==> src/rtl/udp_sample_unpacker_pkg.sv <==
// Shared types for the UDP sample receive path: frame FSM states and sample geometry.
package udp_sample_unpacker_pkg;

    localparam int BYTES_PER_SAMPLE = 2;

    typedef enum logic [1:0] {
        CH1     = 2'd0,
        CH2     = 2'd1,
        DISCARD = 2'd2
    } rx_state_t;

endpackage

==> src/rtl/udp_sample_unpacker_if.sv <==
// Payload byte stream in, two reassembled sample streams and frame status out.
interface udp_sample_unpacker_if;

    logic        rx_valid;
    logic [7:0]  rx_data;
    logic        rx_last;
    logic [15:0] ch1_data;
    logic        ch1_valid;
    logic [15:0] ch2_data;
    logic        ch2_valid;
    logic        frame_done;
    logic        frame_err;
    logic [15:0] frame_cnt;

    modport master (
        output rx_valid, rx_data, rx_last,
        input  ch1_data, ch1_valid, ch2_data, ch2_valid, frame_done, frame_err, frame_cnt
    );

    modport slave (
        input  rx_valid, rx_data, rx_last,
        output ch1_data, ch1_valid, ch2_data, ch2_valid, frame_done, frame_err, frame_cnt
    );

endinterface

==> src/rtl/udp_sample_unpacker_assembler.sv <==
// Pairs accepted bytes into 16-bit samples; the completed sample is presented combinationally
// with the second byte so the caller can register it together with its channel decision.
module sample_assembler
    import udp_sample_unpacker_pkg::*;
#(
    parameter bit MSB_FIRST = 1'b1
) (
    input  logic        clk,
    input  logic        rstn,
    input  logic        clr,
    input  logic        byte_valid,
    input  logic [7:0]  byte_in,
    output logic [15:0] sample,
    output logic        sample_valid
);

    localparam int PW = $clog2(BYTES_PER_SAMPLE);

    logic [PW-1:0] r_phase;
    logic [7:0]    r_first;

    assign sample_valid = byte_valid && (r_phase == PW'(BYTES_PER_SAMPLE - 1));
    assign sample       = MSB_FIRST ? {r_first, byte_in} : {byte_in, r_first};

    // clr still lets a completing sample out this cycle but drops a lone trailing byte
    always_ff @(posedge clk) begin
        if (!rstn) begin
            r_phase <= '0;
            r_first <= '0;
        end else begin
            if (byte_valid && r_phase == '0)
                r_first <= byte_in;
            if (clr)
                r_phase <= '0;
            else if (byte_valid)
                r_phase <= r_phase + 1'b1;
        end
    end

endmodule

==> src/rtl/udp_sample_unpacker.sv <==
// Splits one UDP payload into channel-1 and channel-2 sample streams and checks frame length.
module udp_sample_unpacker
    import udp_sample_unpacker_pkg::*;
#(
    parameter int SAMPLES_PER_CH = 512,
    parameter bit MSB_FIRST      = 1'b1
) (
    input  logic                  clk,
    input  logic                  rstn,
    udp_sample_unpacker_if.slave  bus
);

    localparam int             CW       = $clog2(SAMPLES_PER_CH) + 1;
    localparam logic [CW-1:0]  LAST_IDX = CW'(SAMPLES_PER_CH - 1);

    rx_state_t    r_state;
    logic [CW-1:0] r_cnt;
    logic [15:0]  r_ch1_data, r_ch2_data, r_frame_cnt;
    logic         r_ch1_valid, r_ch2_valid, r_frame_done, r_frame_err;

    logic         w_asm_valid, w_end, w_smp, w_last_smp;
    logic [15:0]  w_sample;

    assign w_asm_valid = bus.rx_valid && (r_state != DISCARD);
    assign w_end       = bus.rx_valid && bus.rx_last;
    assign w_last_smp  = w_smp && (r_cnt == LAST_IDX);

    sample_assembler #(.MSB_FIRST(MSB_FIRST)) u_asm (
        .clk          (clk),
        .rstn         (rstn),
        .clr          (w_end),
        .byte_valid   (w_asm_valid),
        .byte_in      (bus.rx_data),
        .sample       (w_sample),
        .sample_valid (w_smp)
    );

    always_ff @(posedge clk) begin
        if (!rstn) begin
            r_state      <= CH1;
            r_cnt        <= '0;
            r_ch1_data   <= '0;
            r_ch2_data   <= '0;
            r_ch1_valid  <= 1'b0;
            r_ch2_valid  <= 1'b0;
            r_frame_done <= 1'b0;
            r_frame_err  <= 1'b0;
            r_frame_cnt  <= '0;
        end else begin
            r_ch1_valid  <= 1'b0;
            r_ch2_valid  <= 1'b0;
            r_frame_done <= 1'b0;
            r_frame_err  <= 1'b0;
            case (r_state)
                CH1: begin
                    if (w_smp) begin
                        r_ch1_data  <= w_sample;
                        r_ch1_valid <= 1'b1;
                        r_cnt       <= r_cnt + 1'b1;
                    end
                    if (w_end) begin
                        r_frame_err <= 1'b1;
                        r_cnt       <= '0;
                    end else if (w_last_smp) begin
                        r_cnt   <= '0;
                        r_state <= CH2;
                    end
                end
                CH2: begin
                    if (w_smp) begin
                        r_ch2_data  <= w_sample;
                        r_ch2_valid <= 1'b1;
                        r_cnt       <= r_cnt + 1'b1;
                    end
                    // Exact length only if rx_last lands on the byte closing the last sample
                    if (w_last_smp) begin
                        r_cnt <= '0;
                        if (bus.rx_last) begin
                            r_frame_done <= 1'b1;
                            r_frame_cnt  <= r_frame_cnt + 16'd1;
                            r_state      <= CH1;
                        end else begin
                            r_state <= DISCARD;
                        end
                    end else if (w_end) begin
                        r_frame_err <= 1'b1;
                        r_cnt       <= '0;
                        r_state     <= CH1;
                    end
                end
                DISCARD: begin
                    if (w_end) begin
                        r_frame_err <= 1'b1;
                        r_state     <= CH1;
                    end
                end
                default: r_state <= CH1;
            endcase
        end
    end

    assign bus.ch1_data   = r_ch1_data;
    assign bus.ch1_valid  = r_ch1_valid;
    assign bus.ch2_data   = r_ch2_data;
    assign bus.ch2_valid  = r_ch2_valid;
    assign bus.frame_done = r_frame_done;
    assign bus.frame_err  = r_frame_err;
    assign bus.frame_cnt  = r_frame_cnt;

endmodule

==> src/flat_wrapper.sv <==
// flat-port wrapper written by rule: the top's interface ports become plain ports
module udp_sample_unpacker_flat import udp_sample_unpacker_pkg::*;
#(
    parameter int SAMPLES_PER_CH = 512,
    parameter bit MSB_FIRST      = 1'b1
)
  (clk, rstn, bus_rx_valid, bus_rx_data, bus_rx_last, bus_ch1_data, bus_ch1_valid, bus_ch2_data, bus_ch2_valid, bus_frame_done, bus_frame_err, bus_frame_cnt);
  udp_sample_unpacker_if bus_i ();
  input  logic clk;
  input  logic rstn;
  input wire logic [$bits(bus_i.rx_valid)-1:0] bus_rx_valid;
  input wire logic [$bits(bus_i.rx_data)-1:0] bus_rx_data;
  input wire logic [$bits(bus_i.rx_last)-1:0] bus_rx_last;
  output wire logic [$bits(bus_i.ch1_data)-1:0] bus_ch1_data;
  output wire logic [$bits(bus_i.ch1_valid)-1:0] bus_ch1_valid;
  output wire logic [$bits(bus_i.ch2_data)-1:0] bus_ch2_data;
  output wire logic [$bits(bus_i.ch2_valid)-1:0] bus_ch2_valid;
  output wire logic [$bits(bus_i.frame_done)-1:0] bus_frame_done;
  output wire logic [$bits(bus_i.frame_err)-1:0] bus_frame_err;
  output wire logic [$bits(bus_i.frame_cnt)-1:0] bus_frame_cnt;
  assign bus_i.rx_valid = bus_rx_valid;
  assign bus_i.rx_data = bus_rx_data;
  assign bus_i.rx_last = bus_rx_last;
  assign bus_ch1_data = bus_i.ch1_data;
  assign bus_ch1_valid = bus_i.ch1_valid;
  assign bus_ch2_data = bus_i.ch2_data;
  assign bus_ch2_valid = bus_i.ch2_valid;
  assign bus_frame_done = bus_i.frame_done;
  assign bus_frame_err = bus_i.frame_err;
  assign bus_frame_cnt = bus_i.frame_cnt;
  udp_sample_unpacker #(.SAMPLES_PER_CH(SAMPLES_PER_CH), .MSB_FIRST(MSB_FIRST)) u_core (.clk(clk), .rstn(rstn), .bus(bus_i));
endmodule
==> config.mk <==
export PLATFORM = sky130hd
export DESIGN_NAME = udp_sample_unpacker_flat
export DESIGN_NICKNAME = d
export VERILOG_FILES = /design/src/rtl/udp_sample_unpacker_pkg.sv /design/src/rtl/udp_sample_unpacker_if.sv /design/src/rtl/udp_sample_unpacker_assembler.sv /design/src/rtl/udp_sample_unpacker.sv /design/src/flat_wrapper.sv
export SDC_FILE = /design/constraint.sdc
export NUM_CORES = 1
export LEC_CHECK = 0
export ABC_AREA = 1
export CAP_MARGIN = 10
export CORE_MARGIN = 5
export CORE_UTILIZATION = 30
export CTS_CLUSTER_DIAMETER = 100
export DETAILED_ROUTE_END_ITERATION = 12
export PLACE_DENSITY = 0.62
export SETUP_SLACK_MARGIN = 0.15
export SYNTH_ARGS = -nofsm -noshare
export SYNTH_HDL_FRONTEND = slang
export SYNTH_HIERARCHICAL = 1
export SYNTH_SLANG_ARGS = --single-unit
==> constraint.sdc <==
create_clock -name clk -period 6.35 [get_ports clk]
set_clock_uncertainty 0.1 [all_clocks]
set_input_delay 1.27 -clock clk [delete_from_list [all_inputs] [get_ports clk]]
set_output_delay 1.27 -clock clk [all_outputs]
set_load 0.05 [all_outputs]
==> flow_summary_export.csv <==
group,metric,value,unit
synth,xor_xnor_cell_area_share_of_the_yosys_netlist,0.01789,
synth,synth_top_family_by_area,"simple AND/OR/NAND/NOR gates",
job,max_cap_viol_count,0,
setup_path,crit_path_top_delay_cell,"sky130_fd_sc_hd__a21boi_0",
power,power_frac_seq,0.457,
synth,synthTopCellsByArea,"sky130_fd_sc_hd__dfxtp_1 (43%), sky130_fd_sc_hd__nand2_1 (12%), sky130_fd_sc_hd__nor2_1 (9.5%), sky130_fd_sc_hd__nand3_1 (6.0%), sky130_fd_sc_hd__a21oi_1 (5.3%)",
timing,worstMarginPinSlew,1.178,ns
detailed_routing,met1Wirelength,3897,µm
setup_path,type_of_origin_of_the_critical_path,"input pin",
status,run_status,"completed",
detailed_routing,ant_nets,0,
setup_path,timing.critical_path.cells,"clkdlybuf4s50_1, a21boi_0, nand2_1, inv_1, nand2_1, nor3_4, nand3_1, nand2_1, nor2_1",
power,post-layout-total-power,1.046,mW
die,die_area,0.01366,mm²
synth,synth-simple-area-share,0.3541,
die,floorplan.initialDensity,0.3027,
power,power_frac_clock,0.461,
power,power_frac_comb,0.082,
setup_path,crit_path_max_fanout,25,
detailed_routing,drt_first_pass_iters,4,
detailed_routing,totalWireLength,8946,µm
synth,synth.top_cells.by_count,"sky130_fd_sc_hd__nand2_1 (107), sky130_fd_sc_hd__nor2_1 (87), sky130_fd_sc_hd__dfxtp_1 (73), sky130_fd_sc_hd__nand3_1 (41), sky130_fd_sc_hd__inv_1 (37)",
clock_tree,clock-root-buffer,"sky130_fd_sc_hd__clkbuf_16",
setup_path,cp_data_arrival_time,4.74,ns
clock_tree,insertion_delay,0.33,ns
detailed_routing,routed-wl-met3,550,µm
timing,unrepaired_setup_endpoints_after_global_routing,"no",
clock_tree,cts_buffers,9,
clock_tree,worst_setup_hold_path_clk_slew,0.06,ns
synth,ys_async_sr_fraction,0,
synth,synth_enable_flop_cells,0,
timing,final_period_minus_worst_setup_slack,4.644,ns
power,power.ir.vdd_worst,0.09637,mV
power,internal_power,768.8,µW
grt,grt-ovfl-total,0,
setup_path,required,6.45,ns
power,p_leak,1.668,nW
clock_tree,maximum_root_to_sink_buffer_count,2,
grt,vias_in_the_first_global_route,3057,
placed_design,dp_hpwl,6528,µm
timing,setup_tns,0,ns
detailed_routing,wl_met2,4285,µm
synth,synthesized_cell_area,0.003427,mm²
synth,ys.flop_type,"sky130_fd_sc_hd__dfxtp_1",
clock_tree,htree_levels,3,
cells_and_area,count_of_antenna_diodes_in_the_layout,0,
die,io_pins,64,
placed_design,count_of_buffers_inserted_at_the_top_level_ports,63,
grt,all_layer_global_routing_usage,0.1338,
timing,timing.final.crit_share,0.7313,
setup_path,slowest_delay,0.93,ns
setup_path,cp.buffers_inverters,2,
detailed_routing,vias_per_cell,4.678,
timing,setup_viol,0,
synth,synthDominantAreaCellType,"sky130_fd_sc_hd__dfxtp_1",
synth,post_synth.cell_area_avg,7.081,µm²
cells_and_area,layout.filler_cells,1193,
die,floorplan_die_height,116.9,µm
placed_design,place_congestion,0.8576,
clock_tree,clkSinkCount,73,
power,net-switching-power,277.1,µW
synth,post_synthesis_register_bit_count,73,
detailed_routing,detail_route.iter0.violations,199,
detailed_routing,drc,0,
detailed_routing,highest_routed_layer,"met4",
synth,synthMostInstantiatedCell,"sky130_fd_sc_hd__nand2_1",
cells_and_area,multi_input_area,0.001635,mm²
grt,grt_first_pass_wirelength,14470,µm
die,placementRows,39,
grt,grt_max_degree,37,
clock_tree,tritoncts,"done",
setup_path,endpoint_kind,"register",
min_path,worst_hold_path_type,"reg2reg",
grt,grt_antenna_before_repair,0,
synth,yosys.area.top_type_share,0.4264,
die,floorplan.die.width,116.9,µm
timing,final_hold_viol_count,0,
cells_and_area,nNetsFinal,546,
timing,max-slew-margin-rel,0.2079,
synth,postSynthCellCount,484,
cells_and_area,post_synthesis_to_final_layout_area_growth,27.38,%
clock_tree,cts-hold-fix-buffers,0,
detailed_routing,vias,3181,
cells_and_area,ff_latch_area,0.001461,mm²
setup_path,path_delay_family,"simple AND/OR/NAND/NOR gates",
synth,yosysWarnings,6,
detailed_routing,routed_wire_length_per_instance,13.16,µm
setup_path,critical-path-top-cell-by-count,"sky130_fd_sc_hd__nand2_1",
power,sw_frac_of_total,0.2650,
synth,mapped_nets,498,
synth,post_synth_fa_ha_maj_area_fraction,0.007302,
die,floorplan.core_area,0.01132,mm²
clock_tree,postCtsSetupBuffers,0,
setup_path,worstSetupPathType,"in2reg",
synth,synth-seq-area-share,0.4264,
timing,clock.fmax,0.2153,GHz
synth,synth.distinct_cells,32,
timing,drv_slew,0,
clock_tree,post_cts_resized,0,
cells_and_area,post_route_cells_drive_above_1_share,0.08007,
synth,synth_compound_area_frac,0.09785,
power,power_density,239.6,mW/mm²
synth,muxShareOfSynthArea,0,
[stage by stage]
step	std cells	setup slack [ns]	area (µm²)	hold WS (ns)	util
floorplan	484	3.500	3427	0.3627	-
global placement	664	1.625	4079	0.3608	0.3603
detailed placement	664	1.436	4079	0.3626	0.3603
CTS	680	1.785	4365	0.3724	0.3856
global route	680	1.431	4365	0.3937	0.3856
finish	680	1.706	4365	0.3678	0.3856
[layout make-up]
type                       count  share of cell area
clock inverter                 7             0.01404
clock buffer                   9             0.05159
multi-input combinational    341              0.3746
timing repair buffer          65              0.1479
inverter                      42             0.03611
tap                          143             0.04099
sequential                    73              0.3348
[logic make-up (layout without fill, tap and decap cells)]
group                    Yosys count  after routing
AO/OA/AOI/OAI                     65             65
XOR/XNOR                           7              7
adder cells (fa/ha/maj)            2              2
buffers and inverters             70            123
flip-flops                        73             73
AND/OR/NAND/NOR                  267            267
[state kept, by name, indices dropped and copies added (netlist names)]
register               cells
u_core/u_asm/r_phase       1
u_core/bus.frame_err       1
u_core/bus.ch2_data       16
u_core/r_state             2
u_core/r_cnt              10
u_core/bus.frame_cnt      16
u_core/bus.ch1_valid       1
u_core/bus.ch2_valid       1
u_core/bus.ch1_data       16
u_core/u_asm/r_first       8
u_core/bus.frame_done      1
[worst paths after layout]
path | startpoint | to | slack (ns) | cells after the start
worst min-delay path | u_core/bus.ch2_data[5] | u_core/bus.ch2_data[5] | 0.37 | 2
worst min register to register | u_core/bus.ch2_data[5] | u_core/bus.ch2_data[5] | 0.37 | 2
worst max register to register | u_core/r_state[1] | u_core/bus.frame_cnt[8] | 2.56 | 8
worst max-delay path | bus_rx_valid | u_core/bus.frame_cnt[8] | 1.71 | 9
[per-layer routing]
| layer | GRT usage | up-vias |
|---|---|---|
| li1 | - | 1634 |
| met5 | 0 | - |
| met1 | 0.1646 | 1449 |
| met3 | 0.03650 | 21 |
| met2 | 0.2207 | 77 |
| met4 | 0.05657 | 0 |
[cells in the final DEF (no fill, tap or decap), types with 2 or more instances in the layout]
| cell type | instances |
|---|---|
| sky130_fd_sc_hd__clkinvlp_4 | 2 |
| sky130_fd_sc_hd__inv_6 | 3 |
| sky130_fd_sc_hd__dfxtp_1 | 73 |
| sky130_fd_sc_hd__nand3_1 | 41 |
| sky130_fd_sc_hd__nor2_2 | 6 |
| sky130_fd_sc_hd__clkdlybuf4s50_1 | 63 |
| sky130_fd_sc_hd__nor2_4 | 5 |
| sky130_fd_sc_hd__nand2_2 | 2 |
| sky130_fd_sc_hd__o21ai_0 | 24 |
| sky130_fd_sc_hd__nor2_1 | 87 |
| sky130_fd_sc_hd__nand2_4 | 2 |
| sky130_fd_sc_hd__ha_1 | 2 |
| sky130_fd_sc_hd__nand2_1 | 107 |
| sky130_fd_sc_hd__nand3b_1 | 2 |
| sky130_fd_sc_hd__inv_1 | 37 |
| sky130_fd_sc_hd__nand3_2 | 2 |
| sky130_fd_sc_hd__xor2_1 | 6 |
| sky130_fd_sc_hd__clkbuf_16 | 9 |
| sky130_fd_sc_hd__buf_4 | 2 |
| sky130_fd_sc_hd__nand4_1 | 8 |
| sky130_fd_sc_hd__inv_2 | 5 |
| sky130_fd_sc_hd__a21oi_1 | 36 |
| sky130_fd_sc_hd__nor3_4 | 2 |
[tightest hold or removal path: stages (launching register included)]
cell,delay [ns]
sky130_fd_sc_hd__dfxtp_1,0.31
sky130_fd_sc_hd__nand2_1,0.06
sky130_fd_sc_hd__a21oi_1,0.05
[power groups by stage]
stage	Sequential, mW	Combinational (mW)	Clock (mW)
after floorplan	0.506	0.0394	0
after global placement	0.488	0.0838	0
after detailed placement	0.488	0.0854	0
after CTS	0.478	0.0860	0.493
after global routing	0.479	0.0936	0.515
final	0.478	0.0856	0.483
(Power assumes the default switching activity.)
